**src/rtl/clk_period_meter_pkg.sv**
```systemverilog
// ---------------------------------------------------------------------------
// clk_meter_pkg
// Shared types and constants for the clk_period_meter slice.
//   meter_state_t       : FSM states of the period meter (IDLE, MEASURE, STALLED)
//   CLK_IN_HZ           : nominal system clock frequency
//   PERIOD_4HZ          : nominal 4 Hz period expressed in clk_in cycles
//   DEFAULT_TIMEOUT     : stall threshold, twice the nominal 4 Hz period
//   DEFAULT_CNT_W       : default period counter width
//   DEFAULT_SYNC_STAGES : default synchronizer depth
//   DEFAULT_FILTER_LEN  : default glitch filter length (GLITCH_FILTER_EN builds)
// ---------------------------------------------------------------------------
package clk_meter_pkg;

  typedef enum logic [1:0] {
    IDLE,
    MEASURE,
    STALLED
  } meter_state_t;

  localparam int          CLK_IN_HZ           = 100000000;
  localparam int          PERIOD_4HZ          = 25000000;
  localparam int          DEFAULT_CNT_W       = 27;
  localparam logic [26:0] DEFAULT_TIMEOUT     = 27'd50000000;
  localparam int          DEFAULT_SYNC_STAGES = 2;
  localparam int          DEFAULT_FILTER_LEN  = 4;

endpackage

```
**src/rtl/clk_period_meter_sync_edge_detect.sv**
```systemverilog
// ---------------------------------------------------------------------------
// sync_edge_detect
// Brings the asynchronous sig_in into the clk_in domain, optionally filters
// short glitches, and produces a single-cycle rise strobe per rising edge.
// Optional feature macro: GLITCH_FILTER_EN (filter stage between the
// synchronizer output and the edge detector).
// Ports:
//   clk_in : system clock
//   reset  : synchronous, active-high reset
//   sig_in : asynchronous input signal
//   rise   : combinational strobe, high for one cycle per filtered rising edge
// ---------------------------------------------------------------------------
module sync_edge_detect
  import clk_meter_pkg::*;
#(
  parameter int SYNC_STAGES = DEFAULT_SYNC_STAGES,
  parameter int FILTER_LEN  = DEFAULT_FILTER_LEN
) (
  input  logic clk_in,
  input  logic reset,
  input  logic sig_in,
  output logic rise
);

  // A chain shorter than two flops gives no metastability protection, so
  // the depth is clamped to at least two.
  localparam int STAGES = (SYNC_STAGES < 2) ? 2 : SYNC_STAGES;

  logic [STAGES-1:0] sync_q;
  logic              s_sync;
  logic              filt;
  logic              s_prev;

  always_ff @(posedge clk_in) begin
    if (reset) begin
      sync_q <= '0;
    end else begin
      sync_q <= {sync_q[STAGES-2:0], sig_in};
    end
  end

  assign s_sync = sync_q[STAGES-1];

`ifdef GLITCH_FILTER_EN
  // The filter output only follows s_sync once FILTER_LEN consecutive
  // samples disagree with it; any sample that agrees restarts the count,
  // so a pulse shorter than FILTER_LEN cycles never reaches the detector.
  localparam int FCW = $clog2(FILTER_LEN + 1);

  logic [FCW-1:0] filt_cnt;
  logic           filt_q;

  always_ff @(posedge clk_in) begin
    if (reset) begin
      filt_cnt <= '0;
      filt_q   <= 1'b0;
    end else if (s_sync == filt_q) begin
      filt_cnt <= '0;
    end else if (filt_cnt == FCW'(FILTER_LEN - 1)) begin
      filt_q   <= s_sync;
      filt_cnt <= '0;
    end else begin
      filt_cnt <= filt_cnt + 1'b1;
    end
  end

  assign filt = filt_q;
`else
  assign filt = s_sync;
`endif

  always_ff @(posedge clk_in) begin
    if (reset) begin
      s_prev <= 1'b0;
    end else begin
      s_prev <= filt;
    end
  end

  assign rise = filt & ~s_prev;

endmodule

```
**src/rtl/clk_period_meter.sv**
```systemverilog
// ---------------------------------------------------------------------------
// clk_period_meter
// Measures the period of a slow asynchronous clock/tick in clk_in cycles,
// reports each period with a one-cycle valid strobe and flags a stopped
// input via a timeout level.
// Optional feature macro: GLITCH_FILTER_EN (enables the glitch filter in
// sync_edge_detect, adding FILTER_LEN cycles of latency).
// Ports:
//   clk_in       : system clock (100 MHz)
//   reset        : synchronous, active-high reset
//   sig_in       : asynchronous slow clock to measure
//   period_out   : last measured period in clk_in cycles
//   period_valid : one-cycle pulse, period_out updated this cycle
//   locked       : at least one period measured since last reset or stall
//   timeout      : high while the input is stalled
// ---------------------------------------------------------------------------
module clk_period_meter
  import clk_meter_pkg::*;
#(
  parameter int               CNT_W       = DEFAULT_CNT_W,
  parameter logic [CNT_W-1:0] TIMEOUT     = CNT_W'(DEFAULT_TIMEOUT),
  parameter int               SYNC_STAGES = DEFAULT_SYNC_STAGES,
  parameter int               FILTER_LEN  = DEFAULT_FILTER_LEN
) (
  input  logic             clk_in,
  input  logic             reset,
  input  logic             sig_in,
  output logic [CNT_W-1:0] period_out,
  output logic             period_valid,
  output logic             locked,
  output logic             timeout
);

  meter_state_t     state;
  logic [CNT_W-1:0] counter;
  logic             rise;

  sync_edge_detect #(
    .SYNC_STAGES (SYNC_STAGES),
    .FILTER_LEN  (FILTER_LEN)
  ) u_sync_edge_detect (
    .clk_in (clk_in),
    .reset  (reset),
    .sig_in (sig_in),
    .rise   (rise)
  );

  // Counter restarts at 1 on each rise, so at the next rise it holds the
  // exact number of cycles between the two. A rise always takes priority
  // over the timeout check, which lets a period of exactly TIMEOUT be
  // reported. The counter stops at TIMEOUT because the FSM leaves MEASURE
  // there, so it can never wrap.
  always_ff @(posedge clk_in) begin
    if (reset) begin
      state        <= IDLE;
      counter      <= '0;
      period_out   <= '0;
      period_valid <= 1'b0;
      locked       <= 1'b0;
      timeout      <= 1'b0;
    end else begin
      period_valid <= 1'b0;
      unique case (state)
        IDLE: begin
          if (rise) begin
            state   <= MEASURE;
            counter <= CNT_W'(1);
          end
        end
        MEASURE: begin
          if (rise) begin
            period_out   <= counter;
            period_valid <= 1'b1;
            locked       <= 1'b1;
            counter      <= CNT_W'(1);
          end else if (counter == TIMEOUT) begin
            state   <= STALLED;
            timeout <= 1'b1;
            locked  <= 1'b0;
          end else begin
            counter <= counter + 1'b1;
          end
        end
        STALLED: begin
          // The partial period that ends here is meaningless, so this
          // rise only re-arms the measurement.
          if (rise) begin
            state   <= MEASURE;
            counter <= CNT_W'(1);
            timeout <= 1'b0;
          end
        end
        default: begin
          state <= IDLE;
        end
      endcase
    end
  end

endmodule

```
**config.mk**
```make
export PLATFORM = sky130hd
export DESIGN_NAME = clk_period_meter
export DESIGN_NICKNAME = d
export VERILOG_FILES = /design/src/rtl/clk_period_meter_pkg.sv /design/src/rtl/clk_period_meter_sync_edge_detect.sv /design/src/rtl/clk_period_meter.sv
export SDC_FILE = /design/constraint.sdc
export NUM_CORES = 1
export LEC_CHECK = 0
export BUFFER_PORTS_ARGS = -buffer_cell sky130_fd_sc_hd__buf_2
export CORE_ASPECT_RATIO = 0.75
export CORE_MARGIN = 5
export CORE_UTILIZATION = 45
export CTS_BUF_LIST = sky130_fd_sc_hd__clkbuf_8
export CTS_CLUSTER_DIAMETER = 30
export DETAILED_ROUTE_END_ITERATION = 12
export HOLD_SLACK_MARGIN = 0.05
export PLACE_DENSITY = 0.68
export SETUP_SLACK_MARGIN = 0.4
export SLEW_MARGIN = 20
export SYNTH_ARGS = -nofsm -noshare
export SYNTH_HDL_FRONTEND = slang
export SYNTH_HIERARCHICAL = 1
export SYNTH_SLANG_ARGS = --single-unit
```
**constraint.sdc**
```tcl
create_clock -name clk_in -period 2.18 [get_ports clk_in]
set_input_delay 0.109 -clock clk_in [delete_from_list [all_inputs] [get_ports clk_in]]
set_output_delay 0.109 -clock clk_in [all_outputs]
set_load 0.005 [all_outputs]
```
==> key figures <==
Clock network
  • CTS tree: built
  • Skew-Pair Late Insertion Delay: 340 ps
  • Root Buffer: clkbuf_8
  • Clock Tree Buf Depth: 2
  • CTS Buf Count: 9
  • # clock sinks: 62
  • Clock slew seen by the registers of the worst setup and hold paths: 70 ps
  • # H-tree levels: 3

Drt
  • Vias per Instance: approximately 5.8
  • DRC Markers: 0
  • Vias: 2770
  • Drt pass-1 iters: 5
  • Initial drt markers: roughly 250
  • Routed wire length: ~7.8 mm
  • Antenna viol nets, final: 0
  • Routed wire per std cell: 16.26 um

Pwr
  • LEAKAGE: ~1.4 nW
  • Comb pwr share: 6.0%
  • Power Density: between 500 and 600 nW/um^2
  • Sequential power share: between 50% and 60%
  • Internal: approximately 0.0016 W
  • Clock power share: 40.1%
  • Net switching power: 0.0005381 W
  • Max VDD drop: 0.0004993 V
  • Sw Share: 25.26%

STA
  • Period utilisation layout: 93.23%
  • Post-layout min period: 2033 ps
  • RSZ-0062 raised after global routing: true
  • Final hold vios: 0
  • Layout Skew: 6.956 ps
  • TNS Setup: 0 ps
  • Max_slew headroom: between 60% and 70%
  • Fmax: about 500 MHz
  • Final setup violation count: 0
  • Final Max Slew Viols: 0
  • Worst hold slack: between 300 and 400 ps
  • Worst slew pin tran: 451.0 ps

Layout
  • Final Net Count: 400
  • Antenna diodes: 0
  • Share of post-route cells with drive strength above 1: between 30% and 40%
  • Fillers: ~530
  • Fin area: 3598 sq um
  • Cell Count, Final, Fillers Out: around 480
  • Area grow syn2layout: 32.60%

Global routing
  • Tot GR Track Use: 19.69%
  • Initial antenna violation count: 0
  • Largest net degree at the start of global routing: 42
  • First-pass GRT wire length: 12.07 mm
  • Total grt overflow: 0
  • Vias in the first global route: 2441

Critical path
  • CP max-delay cell: or4_4
  • CP peak stage delay: 570 ps
  • CP Class: flip-flop to flip-flop
  • Critical path fanouts, max: 8
  • CP Cell Sequence: inv_4, ha_4, nand2_2, or3_4, or4_4, or3_1, a21oi_2
  • Startpoint type of the worst setup path: flip-flop
  • Nature of the critical path endpoint: flip-flop
  • Crit path arrival time: 2310 ps
  • Crit path required time: between 2000 and 2500 ps

Placed design
  • Dpl cells: 443
  • HPWL after DPL: 4.967 mm
  • Port Buf Inserts: 32
  • Post-DP Area: 3078 sq um
  • RePlAce Congestion: 0.8771

Floorplanning
  • Die Y-Extent: roughly 77 um
  • Starting Density: 46.59%
  • Core area: 5826 sq um
  • FP Rows: 24
  • Die X: 99.67 um
  • Io pins: 33
  • Full die area: 7700 sq um

Logic synthesis
  • Seq/Total Area, Yosys: 45.74%
  • Ys async rst share: 0%
  • Synth Area per Inst: 8.249 sq um
  • Synth Warn #: 6
  • Netlist Area Pre-Place: 2714 sq um
  • Top_reg_cell synth: dfxtp_1
  • Yosys cell types: 46
  • Number of flops mapped to enable cells by yosys: 0
  • Synth Instances: ~330
  • Yosys reg bits: 62
  • Post-Syn Nets: 334

Status
  • Outcome: finished clean

Min path
  • Hold crit path type: input port to flip-flop

Job
  • Number of max-cap violations: 0
-- worst max-delay path: cells and delay by family, from the launching register on --
kind / cells / cell delay, ps
AO/OA/AOI/OAI: 1 / 120
adder cells (fa/ha/maj): 1 / 120
buffers and inverters: 1 / 60
flip-flops: 1 / 360
AND/OR/NAND/NOR: 4 / 1310
-- layer usage --
layer,share of wire (%),GRT usage [%]
met1,45,27.69
met2,45,29.56
met3,8.6,4.986
met4,1.2,5.730
met5,0,0
-- final cells by class --
cell class / count / area, sq um / area share (%)
multi-input cells: 236 / 1525 / 42.39
flip-flops and latches: 62 / 1255 / 34.87
repair buffers: 76 / 511.7 / 14.22
clock buffers: 9 / 123.9 / 3.442
well taps: 78 / 97.59 / 2.712
clock inverters: 7 / 42.54 / 1.182
inverters: 10 / 42.54 / 1.182
-- cell usage in the layout (no fill, tap or decap), types with 5 or more instances in the layout --
cell	n
o211ai_1	12
nor2_1	9
buf_6	5
and3_1	6
a21oi_1	35
nor3_1	6
dfxtp_2	5
buf_2	32
nand2_1	68
nand4_1	9
a211o_1	5
buf_4	37
nand3_1	11
clkbuf_8	9
inv_1	9
o31ai_1	12
dfxtp_1	55
-- repair_timing --
action | in CTS | in global routing
gates resized for setup | 14 | 36
hold buffers | 1 | 0
gates cloned | 0 | 1
setup buffers | 9 | 8
hold endpoints to repair | 1 | 0
setup endpoints to repair | 29 | 45
pin swaps | 7 | 5
-- state kept, by name, indices dropped and copies added (netlist names) --
register and cells:
u_sync_edge_detect/s_prev 1, timeout 1, state 2, locked 1
period_out 27, counter 27, u_sync_edge_detect/sync_q 2, period_valid 1
-- Yosys cell counts, types with 2 or more instances --
| master | instances | area (sq um) |
|---|---|---|
| ha_1 | 2 | 25.02 |
| inv_1 | 10 | 37.54 |
| or3_1 | 4 | 25.02 |
| buf_2 | 2 | 10.01 |
| nand4_1 | 9 | 56.30 |
| nor4_1 | 2 | 12.51 |
| a21oi_2 | 2 | 17.52 |
| a21oi_1 | 36 | 180.2 |
| o31ai_1 | 13 | 97.59 |
| a21boi_0 | 2 | 15.01 |
| nor3_1 | 7 | 35.03 |
| and3_1 | 7 | 43.79 |
| a31oi_1 | 2 | 12.51 |
| nand2b_1 | 3 | 18.77 |
| a2bb2oi_1 | 2 | 17.52 |
| o21ai_0 | 3 | 15.01 |
| nor4b_1 | 3 | 26.28 |
| clkbuf_1 | 18 | 67.56 |
| nand2_1 | 70 | 262.8 |
| dfxtp_1 | 62 | 1241 |
| or4_1 | 2 | 15.01 |
| o311ai_0 | 2 | 17.52 |
| nor2_1 | 12 | 45.04 |
| nor2b_1 | 4 | 25.02 |
| o31a_1 | 2 | 17.52 |
| a211o_1 | 5 | 43.79 |
| nand3_1 | 13 | 65.06 |
| o211ai_1 | 12 | 90.09 |
-- through the flow --
stage / total power [W] / utilization, % / setup WS [ps]
after floorplan: 0.001232 / - / 183.7
after global placement: 0.001266 / 52.84 / 105.2
after detailed placement: 0.001267 / 52.84 / 116.7
after CTS: 0.002128 / 57.97 / 171.8
after global routing: 0.002217 / 61.77 / 83.35
final: 0.002130 / 61.77 / 147.5
-- kinds of logic (layout without fill, tap and decap cells) --
| group | Yosys count | count (layout) | synth area share [%] |
|---|---|---|---|
| AO/OA/AOI/OAI | 89 | 89 | 22.31 |
| buffers and inverters | 31 | 102 | 4.656 |
| AND/OR/NAND/NOR | 144 | 144 | 26.05 |
| XOR/XNOR | 1 | 1 | 0.3228 |
| flip-flops | 62 | 62 | 45.74 |
| adder cells (fa/ha/maj) | 2 | 2 | 0.9219 |
-- power by group through the flow --
stage          Combinational [W]  Sequential (W)  Clock [W]
5_1_grt                 0.000137         0.00115   0.000932
2_1_floorplan          0.0000587         0.00117          0
3_3_place_gp           0.0000911         0.00117          0
3_5_place_dp           0.0000919         0.00118          0
6_report                0.000127         0.00115   0.000855
4_1_cts                 0.000108         0.00115   0.000874
-- path summary, 6_finish.rpt --
check | start | to | slack [ps] | cells after the start
setup / recovery | counter[0]$_SDFFE_PP0P_ | timeout$_SDFFE_PP0P_ | 150 | 7
hold / removal | reset | counter[14]$_SDFFE_PP0P_ | 320 | 5
setup reg to reg | counter[0]$_SDFFE_PP0P_ | timeout$_SDFFE_PP0P_ | 150 | 7
hold reg to reg | u_sync_edge_detect/sync_q[0]$_SDFF_PP0_ | u_sync_edge_detect/sync_q[1]$_SDFF_PP0_ | 440 | 1
Note: power is estimated with default switching activity, not from simulation.
